**config.mk**
```make
export PLATFORM = sky130hd
export DESIGN_NAME = reset_seq
export DESIGN_NICKNAME = d
export VERILOG_FILES = /design/src/rtl/reset_seq_pkg.sv /design/src/rtl/reset_seq_sync2.sv /design/src/rtl/reset_seq.sv
export SDC_FILE = /design/constraint.sdc
export NUM_CORES = 1
export LEC_CHECK = 0
export ABC_AREA = 1
export CAP_MARGIN = 10
export CORE_UTILIZATION = 54
export DETAILED_ROUTE_END_ITERATION = 12
export PLACE_DENSITY = 0.74
export SYNTH_ARGS = -nofsm -noshare
export SYNTH_HDL_FRONTEND = slang
export SYNTH_SLANG_ARGS = --single-unit
```
**constraint.sdc**
```tcl
create_clock -name hclk -period 2.9 [get_ports hclk]
set_input_delay 0.29 -clock hclk [delete_from_list [all_inputs] [get_ports hclk]]
set_output_delay 0.29 -clock hclk [all_outputs]
set_load 0.03 [all_outputs]
```
**src/rtl/reset_seq_pkg.sv**
```systemverilog
// Shared types for the reset sequencer: FSM states, reset-cause codes and a
// small helper for sizing the stage counter.
package reset_seq_pkg;

  typedef enum logic [2:0] {
    WAIT_LOCK,
    XPORT,
    POR,
    SYS,
    RUN,
    SYSRST
  } state_t;

  typedef enum logic [1:0] {
    CAUSE_POR,
    CAUSE_LOCK,
    CAUSE_DBG,
    CAUSE_SYSREQ
  } cause_t;

  function automatic int max_of4(input int a, input int b, input int c, input int d);
    int m;
    m = a;
    if (b > m) m = b;
    if (c > m) m = c;
    if (d > m) m = d;
    return m;
  endfunction

endpackage

```
**src/rtl/reset_seq_sync2.sv**
```systemverilog
// Two-flop synchroniser for an asynchronous level into hclk; clears to 0 on RESET.
module reset_seq_sync2 (
  input  logic hclk,
  input  logic RESET,
  input  logic i_d,
  output logic o_q
);

  logic r_meta;

  always_ff @(posedge hclk) begin
    if (RESET) begin
      r_meta <= 1'b0;
      o_q    <= 1'b0;
    end else begin
      r_meta <= i_d;
      o_q    <= r_meta;
    end
  end

endmodule

```
**src/rtl/reset_seq.sv**
```systemverilog
// Staged reset sequencer: qualifies both PLL locks, then releases transport,
// core POR and core system reset in turn; services debug POR / SYSRESETREQ.
module reset_seq
  import reset_seq_pkg::*;
#(
  parameter int LOCK_STABLE_CYCLES = 64,
  parameter int XPORT_LEAD_CYCLES  = 8,
  parameter int POR_CYCLES         = 255,
  parameter int SYS_CYCLES         = 16
) (
  input  logic       hclk,
  input  logic       RESET,
  input  logic       hpll_locked,
  input  logic       tpll_locked,
  input  logic       sysresetreq,
  input  logic       dbg_por_req,
  output logic       transport_rst_n,
  output logic       poreset_n,
  output logic       sysreset_n,
  output logic       ready,
  output logic [1:0] rst_cause
);

  localparam int MAXP = max_of4(LOCK_STABLE_CYCLES, XPORT_LEAD_CYCLES, POR_CYCLES, SYS_CYCLES);
  localparam int CW   = (MAXP > 1) ? $clog2(MAXP) : 1;

  localparam logic [CW-1:0] LOCK_LAST  = CW'(LOCK_STABLE_CYCLES - 1);
  localparam logic [CW-1:0] XPORT_LAST = CW'(XPORT_LEAD_CYCLES - 1);
  localparam logic [CW-1:0] POR_LAST   = CW'(POR_CYCLES - 1);
  localparam logic [CW-1:0] SYS_LAST   = CW'(SYS_CYCLES - 1);

  logic          w_hpll_s;
  logic          w_tpll_s;
  logic          w_locked_s;
  state_t        r_state;
  state_t        w_state_nxt;
  logic [CW-1:0] r_cnt;
  logic [CW-1:0] w_cnt_nxt;
  cause_t        r_cause;
  cause_t        w_cause_nxt;

  reset_seq_sync2 u_sync_hpll (
    .hclk  (hclk),
    .RESET (RESET),
    .i_d   (hpll_locked),
    .o_q   (w_hpll_s)
  );

  reset_seq_sync2 u_sync_tpll (
    .hclk  (hclk),
    .RESET (RESET),
    .i_d   (tpll_locked),
    .o_q   (w_tpll_s)
  );

  assign w_locked_s = w_hpll_s & w_tpll_s;

  // Lock loss outranks every request; requests only matter in RUN/SYSRST.
  always_comb begin
    w_state_nxt = r_state;
    w_cause_nxt = r_cause;
    w_cnt_nxt   = r_cnt + 1'b1;

    if (r_state == WAIT_LOCK) begin
      if (!w_locked_s) begin
        w_cnt_nxt = '0;
      end else if (r_cnt == LOCK_LAST) begin
        w_state_nxt = XPORT;
      end
    end else if (!w_locked_s) begin
      w_state_nxt = WAIT_LOCK;
      w_cause_nxt = CAUSE_LOCK;
    end else begin
      case (r_state)
        XPORT:   if (r_cnt == XPORT_LAST) w_state_nxt = POR;
        POR:     if (r_cnt == POR_LAST)   w_state_nxt = SYS;
        SYS:     if (r_cnt == SYS_LAST)   w_state_nxt = RUN;
        RUN: begin
          if (dbg_por_req) begin
            w_state_nxt = POR;
            w_cause_nxt = CAUSE_DBG;
          end else if (sysresetreq) begin
            w_state_nxt = SYSRST;
            w_cause_nxt = CAUSE_SYSREQ;
          end
        end
        SYSRST: begin
          if (dbg_por_req) begin
            w_state_nxt = POR;
            w_cause_nxt = CAUSE_DBG;
          end else if (r_cnt == SYS_LAST) begin
            w_state_nxt = RUN;
          end
        end
        default: w_state_nxt = WAIT_LOCK;
      endcase
    end

    if (w_state_nxt != r_state) w_cnt_nxt = '0;
  end

  // Outputs are decoded from the next state so they switch on the entry edge.
  always_ff @(posedge hclk) begin
    if (RESET) begin
      r_state         <= WAIT_LOCK;
      r_cnt           <= '0;
      r_cause         <= CAUSE_POR;
      transport_rst_n <= 1'b0;
      poreset_n       <= 1'b0;
      sysreset_n      <= 1'b0;
      ready           <= 1'b0;
    end else begin
      r_state         <= w_state_nxt;
      r_cnt           <= w_cnt_nxt;
      r_cause         <= w_cause_nxt;
      transport_rst_n <= (w_state_nxt != WAIT_LOCK);
      poreset_n       <= (w_state_nxt == SYS) || (w_state_nxt == RUN) || (w_state_nxt == SYSRST);
      sysreset_n      <= (w_state_nxt == RUN);
      ready           <= (w_state_nxt == RUN);
    end
  end

  assign rst_cause = r_cause;

endmodule

```
Yosys cells after proc, flatten, opt, wreduce, memory -nomap -nowiden
Index checks and enable logic that the tools add are counted.

Bits in registers: 20. Bits in latches: 0. RAM bits: 0. Bits in read-only memories: 0. Bits of input ports: 6. Output and inout bits: 6. Word-level logic and storage cells: 53. Memories kept: 0.

Add/subtract/negate cells: 1. $mul: 0. Div/mod/pow operators: 0. Magnitude comparators: 0. Equal/unequal tests: 16. Shift operators: 0. Muxes and demuxes: 18. Bitwise operators: 2. Reductions and logical operators: 6.

Operator list (count): $mux W3 (10); $mux W8 (2); $pmux W3 S5 (1); $eq A3 B3 Y1 const B (4); $eq A3 B2 Y1 const B (3); $add A8 B1 Y8 const B (1); $eq A8 B3 Y1 const B (1); $eq A8 B4 Y1 const B (1); $eq A8 B6 Y1 const B (1); $eq A8 B8 Y1 const B (1); $mux W2 (4); $ne A4 B4 Y1 const B (1); $pmux W2 S2 (1); $reduce_and A4 Y1 (1); $eq A3 B1 Y1 const B (1); $logic_not A3 Y1 (1); $ne A3 B1 Y1 const B (1); $ne A3 B3 Y1 (1); $ne A3 B3 Y1 const B (1); $reduce_bool A3 Y1 (1); $logic_or A1 B1 Y1 (2); $reduce_or A2 Y1 (1); $and A1 B1 Y1 (1); $not A1 Y1 (1).

Depth between registers and ports, before layout
Depth in word-level cells: 9. Mapped depth: 12. Gate-level depth less buffers: 12.

By module
A second synthesis with hierarchy kept.

Cell total of the unflattened synthesis: 138. Area total of the unflattened synthesis: 996.0 um2.

By module, submodules not included: reset_seq (times used 1, cells each 126, area an instance 885.8 um2, seq. area each 320.3 um2); reset_seq_sync2 (times used 2, cells each 6, area an instance 55.1 um2, seq. area each 40.0 um2).

Worst setup path before layout
Ideal clock, no wire load.

Path kind: register -> register. Start point: reg r_cnt[0]. End point: reg r_cnt[0]. Library setup time: 66 ps. Data arrival time: 1473 ps. Data required time: 2834 ps. Path slack: 1361 ps. Cell stages (with the launch flop): 12. Path buffers: 0. Path through: dfxtp_1 -> ha_1 -> nand3_1 -> nor2_1 -> nand2_1 -> nand2_2 -> a21oi_1 -> nor2_1 -> nand2_1 -> nor2_2 -> nand3_2 -> nor2_1.

Longest elaborated chain between the ends: 8.

Ends and longest elaborated chain: start, declared (line reset_seq.sv:37) `logic [CW-1:0] r_cnt;`; start signal, assigned (line reset_seq.sv:114) `r_cnt <= w_cnt_nxt;`; $eq A8 B4 Y1 (line reset_seq.sv:77, reset_seq.sv:91); $mux W3 (line reset_seq.sv:77, reset_seq.sv:91); $mux W3 (line reset_seq.sv:88) `if (dbg_por_req) begin`; $pmux W3 S5 (line reset_seq.sv:74) `case (r_state)`; $mux W3 (line reset_seq.sv:70) `end else if (!w_locked_s) begin`; $mux W3 (line reset_seq.sv:64) `if (r_state == WAIT_LOCK) begin`; $ne A3 B3 Y1 (line reset_seq.sv:99) `if (w_state_nxt != r_state) w_cnt_nxt = '0;`; $reduce_or A2 Y1 (no line).

Parallel ways exist; a longest one is shown, timed or not. A chain may end at the register's enable or synchronous reset.

Worst setup path in the final report
Start point: reg r_cnt[0]. End point: reg r_cnt[3].

Same word-level chain as after synthesis.

==> results.yml <==
clock_network:
  root_buffer: "clkbuf_4"
  hold_buffers: 0
  cts_sinks: 20
  cts_buffers: 3
  worstSkewPairLatency_ns: 0.30
  postCtsSetupBuffers: 0
  cts_tree: "built"
  clockBufferDepth: 2
  ctsHtreeMaxLevel: 1
  cts-resized-gates: 0
  path_clk_slew_ns: 0.11
synthesis:
  ys_ff_latch: 20
  ys_seq_area_share_pct: 41.8
  syn_avg_cell_area_um2: 7.32
  yosysUniqueCellTypes: 26
  syn_inst: 131
  ys_top_cells_by_area: "dfxtp_1 (42%), nor2_1 (9.4%), nand2_1 (9.0%)"
  synth_top_cell_area_share_pct: 41.8
  synth_top_cell_by_area: "dfxtp_1"
  synthesis.area_um2: 958
  yosysWarnings: 0
  syn_nets: 139
sta:
  fin_ws_ns: 0.989
  setup_viol: 0
  period_needed_ns: 1.91
  finalMaxSlewViolations: 0
  slew_headroom_pct: 73.8
  rsz0062_at_grt: "false"
  fmax_mhz: 523
  finalSetupTns_ns: 0
  hold_viol: 0
  finalClockSkew_ns: 0.00137
  post-route-period-util_pct: 65.9
  worst_slew_pin_slew_ns: 0.391
global_routing:
  grtUsageTotal_pct: 22.1
  grt_pass1_wl_um: 3190
  grt-busiest-layer: "met1"
  gr-usage-met2_pct: 32.6
  antenna_found_initial: 0
  grt_overflow: 0
  grt_pass1_vias: 769
  grtUsageMet3_pct: 2.45
  grt_start_max_net_pins: 12
  met1_usage_pct: 32.6
route:
  dr.pass1.iters: 5
  routed_wl_um: 1770
  postRouteAntennaNets: 0
  post-route-drc-count: 0
  viasPerCell: 5.26
  drtIter0Drc: 26
  vias: 841
  wl_per_cell_um: 11.0
critical_path:
  slowest_delay_ns: 0.39
  required_ns: 3.14
  path_cells: "ha_1, nand3_1, nor2_1, nand2_1, nand2_2, a21oi_1, nor2_1, nand2_1, nor2_2, nand3_2, nor2_1"
  critPathLaunchType: "flip-flop"
  cpMaxStageDelayCell: "dfxtp_1"
  critPathMaxFanout: 8
  cp_common_cell: "nor2_1"
  critical_path_class: "flip-flop to flip-flop"
  crit_arrival_ns: 2.15
  critPathCaptureType: "flip-flop"
  cp_top_family: "simple AND/OR/NAND/NOR gates"
  path_buf_inv: 0
cells_and_area:
  final_cell_mix: "nor2_1 (24), nand2_1 (23), dfxtp_1 (20), inv_1 (14), clkdlybuf4s50_1 (11)"
  final_common_cell: "nor2_1"
  instances_no_fill: 160
  fin_nets: 153
  insertedDiodeCount: 0
  drive_above_1_share_pct: 10.4
  syn_to_final_growth_pct: 16.2
floorplanning:
  num_io_pins: 12
  core_um2: 1580
  rows: 14
  start_util_pct: 60.8
  die_y_um: 44.1
  die_w_um: 44.1
  die_area_um2: 1950
place:
  post-place-ws_ns: 1.00
  place_inst: 156
  dpl.hpwl_um: 1390
  place.port_buffers: 11
  place_congestion: 0.830
power:
  power_uw: 453
  cellLeakagePower_uw: 0.000454
  powerDensity_nw_per_um2: 407
  vdd_drop_max_uv: 290
worst_hold_path:
  holdCritPathClass: "flip-flop to flip-flop"
run:
  maxCapViolCount: 0
run_status:
  outcome: "finished clean"
layout make-up:
| cell class | count | area (um^2) |
|---|---|---|
| clock buffers | 4 | 36.3 |
| fillers | 139 | 463 |
| inverters | 17 | 63.8 |
| flip-flops and latches | 20 | 400 |
| well taps | 16 | 20.0 |
| multi-input cells | 92 | 483 |
| repair buffers | 11 | 110 |
cell usage after synthesis:
master    number
a31o_2         1
inv_1         14
dfxtp_1       20
nor3_1         2
buf_4          1
clkinv_1       1
ha_1           2
nor2_1        24
nand3_1       10
nand4_1        4
nor3b_2        1
clkbuf_1       1
o21ai_1        1
o21a_1         1
nor2_2         1
xnor2_1        2
inv_2          2
a31oi_1        1
o22ai_1        1
xor2_1         4
nand2_1       23
a21oi_1        3
nand2_2        3
nand3_2        3
o21ai_0        4
a21boi_0       1
worst register-to-register path: stages, from the launching register on:
cell and delay (ns):
dfxtp_1 0.39, ha_1 0.27, nand3_1 0.16, nor2_1 0.18, nand2_1 0.08, nand2_2 0.09, a21oi_1 0.06, nor2_1 0.13
nand2_1 0.08, nor2_2 0.10, nand3_2 0.15, nor2_1 0.15
worst paths after layout:
kind	slack, ns	startpoint	depth (start not counted)	end
hold reg to reg	0.41	u_sync_tpll.r_meta	2	u_sync_tpll.o_q
hold / removal	0.41	u_sync_tpll.r_meta	2	u_sync_tpll.o_q
setup reg to reg	0.99	r_cnt[0]	11	r_cnt[3]
setup / recovery	0.99	r_cnt[0]	11	r_cnt[3]
per-layer routing:
metal	part of all wire, %	wire length, um	up-vias
met5	0	0	-
met4	0.85	15	0
met3	6.1	107	2
met2	42	750	26
met1	50	891	371
li1	-	-	442
state kept, by name, summed over array words and instances (netlist names):
| name | cells |
|---|---|
| u_sync_tpll.r_meta | 1 |
| r_state | 3 |
| poreset_n | 1 |
| rst_cause | 2 |
| ready | 1 |
| u_sync_hpll.o_q | 1 |
| r_cnt | 8 |
| u_sync_tpll.o_q | 1 |
| transport_rst_n | 1 |
| u_sync_hpll.r_meta | 1 |
power by group:
group          switching [uW]  leakage [uW]  internal (uW)
registers               0.633      0.000162            277
logic                    6.53      0.000271           7.80
clock network            84.5     0.0000210           76.6
logic make-up (layout without fill, tap and decap cells):
kind of cell               after synthesis  in the layout  synth area share [%]
AOI/OAI and AO/OA                       13             13                  7.96
xor gates and xnor gates                 6              6                  5.48
adders and majority gates                2              2                  2.61
buffers and inverters                   19             32                  7.83
DFF                                     20             20                  41.8
and+or+nand+nor                         71             71                  34.3
through the flow:
stage	util (%)	instance area, um^2	hold slack, ns
finish	70.6	1110	0.408
global route	70.6	1110	0.422
CTS	70.6	1110	0.409
detailed placement	68.3	1080	0.393
global placement	68.3	1080	0.391
floorplan	-	958	0.388
(Power assumes the default switching activity.)
